===== config.mk =====
export PLATFORM = sky130hd
export DESIGN_NAME = fifo_wr_arbiter
export DESIGN_NICKNAME = d
export VERILOG_FILES = /design/src/rtl/fifo_wr_arbiter.sv
export SDC_FILE = /design/constraint.sdc
export NUM_CORES = 1
export LEC_CHECK = 0
export BUFFER_PORTS_ARGS = -buffer_cell sky130_fd_sc_hd__buf_2
export CAP_MARGIN = 15
export CORE_UTILIZATION = 40
export CTS_BUF_LIST = sky130_fd_sc_hd__clkbuf_2
export DETAILED_ROUTE_END_ITERATION = 8
export PLACE_DENSITY = 0.79
export SLEW_MARGIN = 15
export SYNTH_ARGS = -nofsm -noshare
export SYNTH_HDL_FRONTEND = slang
export SYNTH_SLANG_ARGS = --single-unit

===== constraint.sdc =====
create_clock -name clk -period 2.9 [get_ports clk]
set_clock_uncertainty 0.2 [all_clocks]
set_input_delay 0.29 -clock clk [delete_from_list [all_inputs] [get_ports clk]]
set_output_delay 0.29 -clock clk [all_outputs]
set_load 0.01 [all_outputs]

===== src/rtl/fifo_wr_arbiter.sv =====
// Round-robin write arbiter sharing one synchronous FIFO write port among NUM_REQ producers.
// Bursts of up to MAX_BURST words per owner; sticky flags track missing write acks and overflow.
module fifo_wr_arbiter #(
    parameter int NUM_REQ    = 4,
    parameter int FIFO_WIDTH = 16,
    parameter int MAX_BURST  = 4
) (
    input  logic                          clk,
    input  logic                          rst_n,
    input  logic [NUM_REQ-1:0]            req,
    input  logic [NUM_REQ*FIFO_WIDTH-1:0] req_data,
    output logic [NUM_REQ-1:0]            gnt,
    output logic                          wr_en,
    output logic [FIFO_WIDTH-1:0]         data_in,
    input  logic                          full,
    input  logic                          wr_ack,
    input  logic                          overflow,
    output logic [$clog2(NUM_REQ)-1:0]    owner,
    output logic                          busy,
    output logic                          ack_err,
    output logic                          ovf_err
);

    localparam int OW = $clog2(NUM_REQ);
    localparam int BW = $clog2(MAX_BURST + 1);
    localparam logic [OW-1:0] LAST_IDX  = OW'(NUM_REQ - 1);
    localparam logic [BW-1:0] LAST_BEAT = BW'(MAX_BURST - 1);

    typedef enum logic {
        IDLE,
        OWN
    } state_t;

    state_t          state;
    logic [OW-1:0]   rr_ptr;
    logic [BW-1:0]   burst_cnt;
    logic            wr_en_q;
    logic [OW-1:0]   winner;
    logic [OW-1:0]   cand;
    logic            found;

    // Explicit wrap keeps the index legal when NUM_REQ is not a power of two.
    function automatic logic [OW-1:0] next_idx(input logic [OW-1:0] idx);
        return (idx == LAST_IDX) ? '0 : idx + 1'b1;
    endfunction

    always_comb begin
        winner = rr_ptr;
        cand   = rr_ptr;
        found  = 1'b0;
        for (int i = 0; i < NUM_REQ; i++) begin
            if (!found && req[cand]) begin
                winner = cand;
                found  = 1'b1;
            end
            cand = next_idx(cand);
        end
    end

    always_comb begin
        gnt = '0;
        if (state == OWN && req[owner] && !full) begin
            gnt[owner] = 1'b1;
        end
        wr_en   = |gnt;
        data_in = wr_en ? req_data[owner*FIFO_WIDTH +: FIFO_WIDTH] : '0;
    end

    always_ff @(posedge clk) begin
        if (!rst_n) begin
            state     <= IDLE;
            owner     <= '0;
            rr_ptr    <= '0;
            burst_cnt <= '0;
            busy      <= 1'b0;
            wr_en_q   <= 1'b0;
            ack_err   <= 1'b0;
            ovf_err   <= 1'b0;
        end else begin
            wr_en_q <= wr_en;
            if (wr_en_q && !wr_ack) begin
                ack_err <= 1'b1;
            end
            if (overflow) begin
                ovf_err <= 1'b1;
            end

            case (state)
                IDLE: begin
                    if (|req) begin
                        owner     <= winner;
                        burst_cnt <= '0;
                        state     <= OWN;
                        busy      <= 1'b1;
                    end
                end
                OWN: begin
                    // A full stall leaves the count and ownership untouched.
                    if (!req[owner]) begin
                        state  <= IDLE;
                        busy   <= 1'b0;
                        rr_ptr <= next_idx(owner);
                    end else if (wr_en) begin
                        burst_cnt <= burst_cnt + 1'b1;
                        if (burst_cnt == LAST_BEAT) begin
                            state  <= IDLE;
                            busy   <= 1'b0;
                            rr_ptr <= next_idx(owner);
                        end
                    end
                end
                default: state <= IDLE;
            endcase
        end
    end

endmodule


==> flow_summary_export.csv <==
group,metric,value,unit
global_routing,grt_first_pass_wirelength,6870,microns
critical_path,criticalPathCategory,"reg -> out",
sta,finalMaxSlewViolations,0,
global_routing,grt_util_all_layers,0.212,
synthesis,yosys_warnings,0,
cells_and_area,layout.nets,332,
critical_path,timing.critical_path.to_type,"primary output",
sta,maxSlewHeadroom,0.713,
synthesis,synth_top_area_frac,0.277,
sta,fin_worst_setup_slack,0.229,ns
power_and_ir_drop,p_per_area,360,nW/um^2
synthesis,synthAdderAreaFrac,0.0567,
run_status,run_status,"completed",
synthesis,synth.mux.area_fraction,0.341,
sta,report.final.setup_viol,0,
power_and_ir_drop,fin_total_pwr,0.749,mW
clock_tree,cts_max_path_buffers,2,
detailed_routing,drt-initial-drc-count,51,
die,num_rows,22,
critical_path,reg2reg_from,"rr_ptr[0]$_SDFFE_PN0P_",
clock_tree,post-cts-setup-buffer-count,0,
power_and_ir_drop,max-vdd-ir-drop,0.202,mV
detailed_routing,detail_route.wirelength,4250,microns
critical_path,cp_data_required_time,2.41,ns
power_and_ir_drop,leakagePower,0.983,nW
clock_tree,h-tree-depth,1,
sta,layout_worst_path_cycle_share,0.921,
synthesis,flip_flop_and_latch_count_after_synthesis,12,
clock_tree,cts_num_sinks,12,
critical_path,critPathArrivalTime,2.18,ns
clock_tree,root_buffer,"sky130_fd_sc_hd__clkbuf_2",
cells_and_area,area_growth_syn_to_layout,34.7,%
sta,grt_setup_unrepaired,"no",
critical_path,cp_top_family,"simple AND/OR/NAND/NOR gates",
synthesis,largest_family_of_logic_cells_by_synthesized_area,"multiplexers",
die,fp.dieArea,4120,sq um
synthesis,yosys.area_share.xor_xnor,0,
critical_path,critPathMaxStageDelay,0.52,ns
global_routing,grt_pass1_vias,1520,
flow_run,maxCapViolations,0,
clock_tree,clock_pin_slew_reported_for_the_worst_setup_and_hold_paths_after_clock_tree_synthesis,0.12,ns
sta,timing.fmax,374,MHz
synthesis,syn_area,1550,sq um
synthesis,synth_cell_types,49,
placed_design,place.port_buffers,98,
placed_design,pre_cts_ws,0.461,ns
detailed_routing,average_wire_length_per_cell_after_detail_routing,14.2,microns
detailed_routing,via_count,1650,
detailed_routing,route.detailed.vias_per_inst,5.52,
detailed_routing,firstDrtPassIters,4,
synthesis,postSynthCellCount,157,
die,starting_density_of_the_core,0.419,
sta,whs,0.122,ns
synthesis,share_of_the_synthesized_area_in_compound_gates_ao_oa_aoi_oai,0.129,
synthesis,synth.top_cells.by_area,"sky130_fd_sc_hd__mux4_2 28%, sky130_fd_sc_hd__dfxtp_1 16%, sky130_fd_sc_hd__and2_1 7.3%",
clock_tree,tritoncts,"done",
critical_path,startpoint,"owner[0]$_SDFFE_PN0P_",
synthesis,synthesized_netlist_net_count,237,
die,die_h,64.2,microns
clock_tree,clock_insertion_delay_worst_skew,0.27,ns
sta,worst-slew-pin-transition,0.427,ns
critical_path,crit_path_start_kind,"flip-flop",
die,floorplan.die.width,64.2,microns
synthesis,synth-seq-area-share,0.155,
global_routing,global_route.overflow_total,0,
cells_and_area,n_antenna_cell,0,
critical_path,crit_path_cell_trace,"inv_1, ha_1, or4_1, nand3_1, inv_2, and2_1, buf_2",
critical_path,timing.critical_path.buf_inv,3,
synthesis,synth_area_leader_cell,"sky130_fd_sc_hd__mux4_2",
critical_path,crit_path_max_fanout,19,
die,core_area,3690,sq um
cells_and_area,n_fill_cell,322,
global_routing,grt_max_degree,20,
detailed_routing,remaining_drc_errors,0,
die,ioPinCount,99,
synthesis,yosys.area_share.simple,0.247,
clock_tree,cts_inserted_buffers,3,
sta,fin_tns_setup,0,ns
placed_design,place_hpwl,3470,microns
sta,timing.final.hold_violations,0,
placed_design,replace_congestion,0.872,
detailed_routing,final_antenna_violating_net_count,0,
global_routing,grt_antenna_before_repair,0,
min_path,launch_point_of_the_worst_hold_path,"wr_ack",
sta,layout_min_cycle_time,2.67,ns
synthesis,synth_area_per_cell,9.84,sq um
cells_and_area,drive_above_1_share,0.550,
critical_path,standard_cell_with_the_maximum_stage_delay_on_the_critical_path,"sky130_fd_sc_hd__or4_1",
min_path,hold_path_class,"in -> reg",
-- cell usage after synthesis, drive strengths merged --
cell type and number:
mux4 19, and2 18, dfxtp 12, buf 10, ha 7, inv 7
nand3 7, nor2b 6, mux2i 5, nand2 5, nand2b 5, and3 4
clkbuf 4, mux2 4, nor2 4, o21a 4, nor3b 3, o21ai 3
or2 3, a21boi 2, a21oi 2, a31oi 2, nor3 2, o2111ai 2
a2111oi 1, a21o 1, a221oi 1, a2bb2oi 1, a31o 1, a32o 1
a32oi 1, nand3b 1, nand4b 1, nor4 1, o211ai 1, o311a 1
o31ai 1, or3 1, or3b 1, or4 1, or4b 1
-- per-stage QoR --
stage | util | std cells | instance area, sq um
after floorplan | - | 157 | 1550
after global placement | 0.556 | 294 | 2050
after detailed placement | 0.556 | 294 | 2050
after CTS | 0.563 | 299 | 2080
after global routing | 0.564 | 299 | 2080
final | 0.564 | 299 | 2080
-- worst reg2reg max path, stage by stage (launching register included) --
cell	delay, ns
sky130_fd_sc_hd__dfxtp_1	0.33
sky130_fd_sc_hd__ha_1	0.44
sky130_fd_sc_hd__o21a_1	0.21
sky130_fd_sc_hd__or4b_1	0.52
sky130_fd_sc_hd__a31oi_2	0.25
sky130_fd_sc_hd__nor3b_1	0.08
sky130_fd_sc_hd__a21o_1	0.18
-- cell type report --
cell class,instances,area (sq um),area share
clock buffer,3,15.0,0.00722
clock inverter,1,3.75,0.00180
inverter,7,26.3,0.0126
multi-input combinational,124,1190,0.574
sequential,12,243,0.117
tap,48,60.1,0.0289
timing repair buffer,104,538,0.259
-- sequential cells by signal, indices dropped and copies added, names as in the netlist --
name and cells:
wr_en_q 1, rr_ptr 2, owner 2, state 1, busy 1, ovf_err 1
burst_cnt 3, ack_err 1
-- cell usage in the layout, fill, tap and decap left out, types with 2 or more instances in the layout --
cell type	instances
sky130_fd_sc_hd__nand2_1	5
sky130_fd_sc_hd__nor2b_1	6
sky130_fd_sc_hd__inv_1	6
sky130_fd_sc_hd__a21boi_0	2
sky130_fd_sc_hd__mux4_2	19
sky130_fd_sc_hd__mux2_2	4
sky130_fd_sc_hd__nand3_1	7
sky130_fd_sc_hd__buf_4	5
sky130_fd_sc_hd__dfxtp_2	2
sky130_fd_sc_hd__o21a_1	4
sky130_fd_sc_hd__a21oi_1	2
sky130_fd_sc_hd__nor2_1	4
sky130_fd_sc_hd__and3_1	4
sky130_fd_sc_hd__or2_2	2
sky130_fd_sc_hd__dfxtp_1	10
sky130_fd_sc_hd__o2111ai_1	2
sky130_fd_sc_hd__buf_2	98
sky130_fd_sc_hd__nand2b_1	5
sky130_fd_sc_hd__clkbuf_2	3
sky130_fd_sc_hd__mux2i_1	4
sky130_fd_sc_hd__nor3b_1	3
sky130_fd_sc_hd__and2_1	18
sky130_fd_sc_hd__o21ai_0	2
sky130_fd_sc_hd__ha_1	7
sky130_fd_sc_hd__nor3_1	2
-- repair_timing --
action                     4_1_cts  5_1_grt
hold buffers                     1        0
resized for setup                0        2
setup endpoints to repair        0       16
hold endpoints to repair         1        0
-- per-layer routing --
layer	vias to the layer above	part of all wire	GRT usage
met5	-	0	0
met4	0	0.029	0.0722
met3	13	0.082	0.0518
met2	74	0.49	0.379
met1	775	0.40	0.246
li1	788	-	-
-- power by group --
group	switching [mW]	total, mW	internal, mW
Sequential	0.0182	0.200	0.182
Combinational	0.214	0.463	0.250
Clock	0.0558	0.0857	0.0299
-- cells by family after synthesis --
logic type / after synthesis
simple gates: 64
compound gates: 25
fa+ha+maj: 7
buf+inv: 21
flops: 12
mux: 28
-- final timing paths --
path / cells after the start / endpoint / slack, ns
max: 7 / data_in[7] / 0.23
min: 3 / ack_err$_SDFFE_PN0P_ / 0.12
max reg2reg: 6 / owner[1]$_SDFFE_PN0P_ / 0.60
min reg2reg: 1 / ack_err$_SDFFE_PN0P_ / 0.27
No activity file was read; power rests on OpenSTA's default activity.
